==> config.mk <==
export PLATFORM = sky130hd
export DESIGN_NAME = syn_fifo_ctrl
export DESIGN_NICKNAME = d
export VERILOG_FILES = /design/src/rtl/syn_fifo_ctrl.sv
export SDC_FILE = /design/constraint.sdc
export NUM_CORES = 1
export LEC_CHECK = 0
export BUFFER_PORTS_ARGS = -buffer_cell sky130_fd_sc_hd__buf_2
export CELL_PAD_IN_SITES_DETAIL_PLACEMENT = 0
export CELL_PAD_IN_SITES_GLOBAL_PLACEMENT = 2
export CORE_UTILIZATION = 19
export DETAILED_ROUTE_END_ITERATION = 8
export MAX_ROUTING_LAYER = met4
export PLACE_DENSITY = 0.84
export SLEW_MARGIN = 5
export SYNTH_ARGS = -nofsm -noshare
export SYNTH_HDL_FRONTEND = slang
export SYNTH_SLANG_ARGS = --single-unit
==> constraint.sdc <==
create_clock -name clk -period 1.62 [get_ports clk]
set_input_delay 0.243 -clock clk [delete_from_list [all_inputs] [get_ports clk]]
set_output_delay 0.243 -clock clk [all_outputs]
set_load 0.01 [all_outputs]
==> src/rtl/syn_fifo_ctrl.sv <==
// Synchronous FIFO controller driving a 16x8 dual-port RAM with registered read data.
// Optional sticky overflow/underflow flags are compiled in with SYN_FIFO_ERR_EN.
module syn_fifo_ctrl #(
  parameter int RAM_WIDTH = 8,
  parameter int RAM_DEPTH = 16,
  parameter int ADDR_SIZE = 4
) (
  input  logic                 clk,
  input  logic                 rst,
  input  logic                 push,
  input  logic [RAM_WIDTH-1:0] push_data,
  input  logic                 pop,
  output logic [RAM_WIDTH-1:0] pop_data,
  output logic                 pop_valid,
  output logic                 full,
  output logic                 empty,
  output logic [ADDR_SIZE:0]   count,
  output logic                 ram_wr_en,
  output logic [ADDR_SIZE-1:0] ram_wr_ad,
  output logic [RAM_WIDTH-1:0] ram_data_in,
  output logic                 ram_rd_en,
  output logic [ADDR_SIZE-1:0] ram_rd_ad,
  input  logic [RAM_WIDTH-1:0] ram_data_out
`ifdef SYN_FIFO_ERR_EN
  ,
  output logic                 ovf_err,
  output logic                 unf_err
`endif
);

  typedef logic [ADDR_SIZE:0] ptr_t;
  localparam ptr_t PTR_ONE = {{ADDR_SIZE{1'b0}}, 1'b1};

  if (RAM_DEPTH != (1 << ADDR_SIZE)) begin : g_depth_check
    $error("RAM_DEPTH must equal 2**ADDR_SIZE");
  end

  ptr_t wr_ptr_q, wr_ptr_d;
  ptr_t rd_ptr_q, rd_ptr_d;
  logic pop_valid_q, pop_valid_d;
  logic push_ok, pop_ok;

  // Wrap bit (MSB) distinguishes full from empty when the addresses coincide.
  assign empty = (wr_ptr_q == rd_ptr_q);
  assign full  = (wr_ptr_q[ADDR_SIZE-1:0] == rd_ptr_q[ADDR_SIZE-1:0]) &&
                 (wr_ptr_q[ADDR_SIZE] != rd_ptr_q[ADDR_SIZE]);
  assign count = wr_ptr_q - rd_ptr_q;

  // Gating with rst keeps the RAM untouched for the whole reset cycle.
  assign push_ok = rst & push & ~full;
  assign pop_ok  = rst & pop & ~empty;

  assign ram_wr_en   = push_ok;
  assign ram_wr_ad   = wr_ptr_q[ADDR_SIZE-1:0];
  assign ram_data_in = push_data;
  assign ram_rd_en   = pop_ok;
  assign ram_rd_ad   = rd_ptr_q[ADDR_SIZE-1:0];

  assign pop_valid = pop_valid_q;
  assign pop_data  = ram_data_out;

  always_comb begin
    wr_ptr_d    = wr_ptr_q;
    rd_ptr_d    = rd_ptr_q;
    pop_valid_d = pop_ok;
    if (push_ok) wr_ptr_d = wr_ptr_q + PTR_ONE;
    if (pop_ok)  rd_ptr_d = rd_ptr_q + PTR_ONE;
  end

  always_ff @(posedge clk) begin
    if (!rst) begin
      wr_ptr_q    <= '0;
      rd_ptr_q    <= '0;
      pop_valid_q <= 1'b0;
    end else begin
      wr_ptr_q    <= wr_ptr_d;
      rd_ptr_q    <= rd_ptr_d;
      pop_valid_q <= pop_valid_d;
    end
  end

`ifdef SYN_FIFO_ERR_EN
  logic ovf_q, ovf_d;
  logic unf_q, unf_d;

  always_comb begin
    ovf_d = ovf_q | (push & full);
    unf_d = unf_q | (pop & empty);
  end

  always_ff @(posedge clk) begin
    if (!rst) begin
      ovf_q <= 1'b0;
      unf_q <= 1'b0;
    end else begin
      ovf_q <= ovf_d;
      unf_q <= unf_d;
    end
  end

  assign ovf_err = ovf_q;
  assign unf_err = unf_q;
`endif

  a_count_range: assert property (@(posedge clk) disable iff (!rst)
    int'(count) <= RAM_DEPTH);

endmodule
# == Word-level counts from Yosys, hierarchy flattened ==
# Index checks and enable logic that the tools add are counted.
# totals
out_inout_bits,34
ff_bits,11
in_bits,20
# classes
eq_ne,3
bitwise,6
reduce_logical,1
add_sub_neg,3
# ops
operator,count
"adder 5 x 1 -> 5 bit, second input constant",2
== test 5 bit,1
subtractor 5 bit,1
AND 1 bit,4
== test 4 bit,1
NOT 1 bit,2
logical AND 1 bit,1
inequality test 1 bit,1

# == Depth between registers and ports, before layout ==
# Gate-level depths: netlist of run 1.
# depth
word_depth,4
ltp_mapped,7
mapped_depth_nobuf,7

# == Worst setup path after synthesis of run 1 ==
# Ideal clock, no wire load.
# synth_path
path_type,register to output
start,register rd_ptr_q[0]
end,output count[4]
t_required_ns,1.377
stages_incl_launch_ff,7
slack_ns,-0.089
path_buffers,0
arrival_time_ns,1.466
cell_sequence,dfxtp_1 > ha_1 > inv_1 > fa_1 > a21o_1 > a21oi_1 > xnor2_1
# synth_via
elab_chain_cells,1
# synth_rtl
item,line,source
"start, declared",39,"ptr_t rd_ptr_q, rd_ptr_d;"
"start signal, assigned",77,rd_ptr_q <= rd_ptr_d;
subtractor 5 bit,47,assign count = wr_ptr_q - rd_ptr_q;
"end, declared",17,"output logic [ADDR_SIZE:0] count,"
# Every way passes these cells.

# == Worst setup path after layout of run 1 ==
# layout_path
start,register wr_ptr_q[0]
end,output count[4]
# layout_via
elab_chain_cells,1
# layout_rtl
item,line,source
"start, declared",38,"ptr_t wr_ptr_q, wr_ptr_d;"
"start signal, assigned",76,wr_ptr_q <= wr_ptr_d;
subtractor 5 bit,47,
# Every way passes these cells.

==> results of run 1 <==
[registers in the layout, summed over array words and instances, names as in the netlist]
| register | flops |
|---|---|
| pop_valid | 1 |
| rd_ptr_q | 5 |
| wr_ptr_q | 5 |
[final cells by class]
class | count | area, um^2 | share of cell area [%]
well taps | 50 | 62.56 | 5.285
flip-flops and latches | 11 | 227.7 | 19.24
clock buffers | 3 | 41.29 | 3.488
inverters | 7 | 26.28 | 2.220
multi-input cells | 57 | 500.5 | 42.28
repair buffers | 46 | 320.3 | 27.06
clock inverters | 1 | 5.005 | 0.4228
[power breakdown]
part,total [W],switching (W),internal [W]
registers,0.000309,0.0000155,0.000294
clock network,0.000278,0.000109,0.000169
logic,0.000597,0.000272,0.000326
[cells in the mapped netlist, drive strengths merged]
library cell | count | area [um^2]
a21oi | 6 | 30.03
xnor2 | 8 | 70.07
nand3 | 3 | 15.01
fa | 1 | 20.02
nand4 | 4 | 25.02
clkbuf | 1 | 3.750
o21ai | 5 | 28.77
xor2 | 4 | 42.55
nand2 | 2 | 7.510
o211ai | 2 | 15.01
a21o | 2 | 15.01
or3 | 1 | 6.260
and4 | 1 | 8.760
ha | 6 | 75.07
buf | 24 | 180.2
dfxtp | 11 | 220.2
nor2 | 12 | 45.04
inv | 7 | 26.28
[metrics by stage]
stage                     TNS (ns)  hold slack (ns)  cell area (um^2)  power (W)  util (%)
after floorplan                  0           0.3720             849.6  0.0006115         -
after global placement    -0.09810           0.4861             991.0  0.0007568     24.08
after detailed placement   -0.2010           0.4861             991.0  0.0007654     24.08
after CTS                   -1.510           0.2937              1140   0.001134     27.70
after global routing        -2.778           0.3269              1184   0.001276     28.76
final                       -1.617           0.2952              1184   0.001185     28.76
[layer usage]
layer  part of all wire [%]  GRT usage [%]  vias to the layer above
li1                       -              -                      356
met1                     41          11.19                      330
met2                     55          16.54                       26
met3                    3.8         0.6667                        6
met4                   0.91          5.469                        0
met5                      0              -                        -
[path summary, 6_finish.rpt]
kind	from	endpoint	slack (ns)
min	rst	wr_ptr_q[1]	0.30
min reg2reg	wr_ptr_q[4]	wr_ptr_q[4]	0.59
max reg2reg	rd_ptr_q[3]	wr_ptr_q[2]	-0.04
max	wr_ptr_q[0]	count[4]	-0.35
[kinds of logic after synthesis]
| family | count (synthesis) |
|---|---|
| buf+inv | 32 |
| fa+ha+maj | 7 |
| flops | 11 |
| xor+xnor | 12 |
| simple gates | 23 |
| compound gates | 15 |
[worst max-delay path, delay by kind of cell (launching register included)]
| kind | cells | cell delay [ns] |
|---|---|---|
| XOR/XNOR | 1 | 0.12 |
| AO/OA/AOI/OAI | 2 | 0.33 |
| buffers and inverters | 3 | 0.25 |
| flip-flops | 1 | 0.32 |
| adder cells (fa/ha/maj) | 2 | 0.48 |
[timing repair]
item | 4_1_cts | 5_1_grt
buffers inserted | 3 | 1
resized for setup | 19 | 10
pin swaps | 7 | 4
setup endpoints to repair | 11 | 15
hold endpoints to repair | 0 | 0
==> flow_summary_export.csv, run 1 <==
group,metric,value,unit
worst_setup_path,start_kind,"flop",
grt,antenna_found_initial,0,
timing,setup_viol,10,
place,routabilityCongestion,0.7456,
die,boundaryPins,54,
timing,fmax,506.8,MHz
synth,synth_nets,127,
worst_setup_path,worstPathMaxFanout,2,
worst_setup_path,cpPeakStageDelay,0.35,ns
worst_setup_path,reg2reg_depth,7,
worst_setup_path,worstSetupEndpointType,"output pin",
final_layout,final_cells,175,
synth,synthMuxAreaShare,0,%
synth,syn_area,834.6,um^2
pwr,leakage,0.5416,nW
grt,grt_max_degree,12,
timing,fin_crit,1.973,ns
route,vias,718,
die,initial_core_util,20.28,%
route,wire_per_inst,11.96,um
synth,ys_seq_area_share,26.39,%
final_layout,diodes,0,
worst_setup_path,worstSetupPathType,"reg -> out",
final_layout,post_route_cells_drive_above_1_share,61.60,%
clock_network,cts.sinks,11,
final_layout,final_cell_mix,"21 x buf_4, 19 x buf_2, 11 x nor2_1",
clock_network,path_clk_slew,0.06,ns
synth,synth_compound_area_share,10.64,%
route,drc,0,
die,core,0.004115,mm^2
synth,synth_area_per_cell,8.346,um^2
worst_setup_path,cpMaxStageDelayCell,"fa_2",
timing,maxSlewHeadroom,76.87,%
route,firstDrtPassIters,4,
clock_network,cts-buffers-inserted,3,
timing,rsz0062_at_grt,"yes",
grt,grt_pass1_wl,3.180,mm
final_layout,area_delta_synth_final,41.83,%
pwr,peakVddDrop,0.0002395,V
synth,yosysUniqueCellTypes,21,
timing,worstMarginPinSlew,0.3466,ns
synth,synthAdderAreaFrac,11.39,%
timing,finalMaxSlewViolations,0,
die,die_w,68.28,um
final_layout,num-nets-final,153,
clock_network,root_buffer,"clkbuf_8",
final_layout,fillers,452,
clock_network,clock_latency,0.24,ns
route,drtIter0Drc,17,
worst_setup_path,cp_common_cell,"inv_2",
place,portBuffers,21,
pwr,pwr_density_cell,1001,mW/mm^2
timing,skew,0.009071,ns
final_layout,final_common_cell,"buf_4",
route,wl,2.093,mm
synth,syn-instance-count,100,
hold_path,hold_class,"in -> reg",
clock_network,cts_max_level,1,
place,place_ws,-0.1121,ns
grt,grt_overflow,0,
worst_setup_path,required,1.38,ns
synth,synth-warning-count,0,
grt,grt_pass1_vias,705,
timing,worst_slack,-0.3533,ns
status,failed_checks,"setup timing",
worst_setup_path,cp.arrival,1.73,ns
synth,synthXorXnorAreaFrac,13.49,%
hold_path,hold_depth,3,
die,fp.dieH,68.28,um
status,outcome,"finished, violations left",
timing,period_share,121.8,%
place,post-place-cells,167,
clock_network,cts_tree,"yes",
die,dieArea,0.004661,mm^2
synth,synthSimpleGateAreaFrac,12.89,%
place,place_hpwl,1.629,mm
worst_setup_path,cp_cell_sequence,"inv_2 > ha_4 > inv_2 > fa_2 > a21o_1 > a21oi_2 > xnor2_2 > buf_2",
synth,synth_top_family_by_area,"buffers and inverters",
synth,ys_seq_elements,11,
die,rows,23,
job,drv_cap,0,
grt,grt_usage,9.715,%
route,viasPerCell,4.103,
timing,hold_viol_final,0,
clock_network,cts_buffer_depth,2,
route,ant_nets,0,
clock_network,cts_hold_buf,0,
Power figures use the tool's default switching activity.
==> run 2: changes to the inputs <==
- BUFFER_PORTS_ARGS: -buffer_cell sky130_fd_sc_hd__buf_2 -> not set
- CORE_UTILIZATION: 19 -> 28
- DONT_BUFFER_PORTS: not set -> 1
- PLACE_DENSITY: 0.84 -> 0.82
==> flow_summary_export.csv, run 2 (same netlist as run 1, synthesis figures left out) <==
group,metric,value,unit
status,outcome,"finished, violations left",
status,failed_checks,"setup timing",
worst_setup_path,r2r_start,"rd_ptr_q[2]",
clock_network,cts_tree,"yes",
timing,setup_viol,8,
clock_network,cts.sinks,11,
timing,hold_viol_final,0,
pwr,seqPwrFrac,29.2,%
clock_network,cts_max_level,1,
clock_network,cts_buffer_depth,2,
final_layout,final_cell_mix,"22 x buf_4, 8 x nor2_1, 6 x xnor2_1, 6 x dfxtp_2",
pwr,power,0.001066,W
die,fp.dieH,56.60,um
die,core,0.002781,mm^2
clock_network,cts-buffers-inserted,3,
grt,grt_pass1_wl,3.194,mm
timing,maxSlewHeadroom,71.72,%
grt,grt_pass1_vias,672,
route,vias,657,
pwr,p_sw_share,37.22,%
die,die_w,56.60,um
final_layout,final_common_cell,"buf_4",
final_layout,final_cells,137,
place,portBuffers,0,
final_layout,diodes,0,
timing,worst_slack,-0.2620,ns
clock_network,path_clk_slew,0.07,ns
timing,finalMaxSlewViolations,0,
place,routabilityCongestion,0.7989,
pwr,power.switching,0.0003968,W
place,placed_area,862.1,um^2
clock_network,root_buffer,"clkbuf_4",
grt,grt_max_degree,12,
job,drv_cap,0,
pwr,intPower,0.0006694,W
timing,rsz0062_at_grt,"yes",
die,rows,19,
timing,fin_crit,1.882,ns
pwr,peakVddDrop,0.0006207,V
worst_setup_path,worstSetupEndpointType,"output pin",
grt,antenna_found_initial,0,
route,viasPerCell,4.796,
worst_setup_path,cp.arrival,1.64,ns
pwr,pwr_density_cell,981.7,mW/mm^2
worst_setup_path,worstSetupPathType,"reg -> out",
route,wire_per_inst,14.72,um
timing,fmax,531.3,MHz
final_layout,area_delta_synth_final,30.13,%
die,initial_core_util,30.00,%
final_layout,post_route_cells_drive_above_1_share,55.66,%
pwr,power_frac_comb,52.9,%
pwr,power.share.clock,17.8,%
route,drtIter0Drc,13,
timing,period_share,116.2,%
timing,worstMarginPinSlew,0.4238,ns
worst_setup_path,required,1.38,ns
die,dieArea,0.003203,mm^2
final_layout,final_util,39.05,%
worst_setup_path,start_kind,"flop",
hold_path,hp-start,"rst",
final_layout,num-nets-final,134,
route,wl,2.017,mm
route,ant_nets,0,
route,drc,0,
grt,grt_usage,13.86,%
grt,grt_overflow,0,
timing,skew,0.002586,ns
place,place_hpwl,1.407,mm
die,boundaryPins,54,
pwr,leakage,0.4375,nW
clock_network,clock_latency,0.27,ns
worst_setup_path,worstPathMaxFanout,2,
route,firstDrtPassIters,4,
worst_setup_path,setup.worst_path.start,"wr_ptr_q[0]",
hold_path,hold_class,"in -> reg",
place,post-place-cells,127,
final_layout,final_area,0.001086,mm^2
timing,finalSetupTns,-0.6938,ns
[run 2: worst paths after layout]
check                              endpoint  slack (ns)  depth (start not counted)
worst max-delay path               count[4]       -0.26                          7
worst max register to register  rd_ptr_q[3]       -0.01                          8
worst min-delay path            wr_ptr_q[1]        0.11                          2
worst min register to register  wr_ptr_q[4]        0.61                          2
[run 2: area by class of cell]
class,count,area [um^2]
Clock buffer,4,26.28
Fill cell,278,1695
Inverter,7,26.28
Multi-Input combinational cell,57,545.5
Sequential cell,11,227.7
Tap cell,31,38.79
Timing Repair Buffer,27,221.5
[run 2: worst max-delay path: stages (launching register included)]
cell and delay [ns]:
dfxtp_2 0.32, inv_2 0.07, ha_4 0.13, inv_2 0.03
fa_2 0.33, a21o_1 0.17, a21oi_2 0.17, xnor2_2 0.15
[run 2: per-stage QoR]
stage	hold slack, ns	setup WS [ns]
finish	0.1114	-0.2620
global route	0.1030	-0.3400
CTS	0.1073	-0.2719
detailed placement	0.3950	-0.01164
global placement	0.3889	0.006048
floorplan	0.3720	0.008374
[run 2: repair_timing]
action,in CTS,in global routing
pin swaps,9,10
cloned,0,0
hold buffers,0,0
buffers inserted,5,1
resized for setup,32,1
endpoints found under the setup margin,10,10
[run 2: metal layers]
layer  GRT usage [%]  up-vias  wire (um)
met1           13.78      302        728
met5               -        -          0
met4           8.711        0         47
met3           3.226        4        173
met2           24.20       34       1067
li1                -      317          -
[run 2: power groups by stage]
| stage | clock, W | sequential [W] | combinational (W) |
|---|---|---|---|
| detailed placement | 0 | 0.000311 | 0.000381 |
| global placement | 0 | 0.000310 | 0.000378 |
| finish | 0.000190 | 0.000312 | 0.000565 |
| floorplan | 0 | 0.000319 | 0.000293 |
| CTS | 0.000195 | 0.000312 | 0.000554 |
| global route | 0.000211 | 0.000314 | 0.000607 |
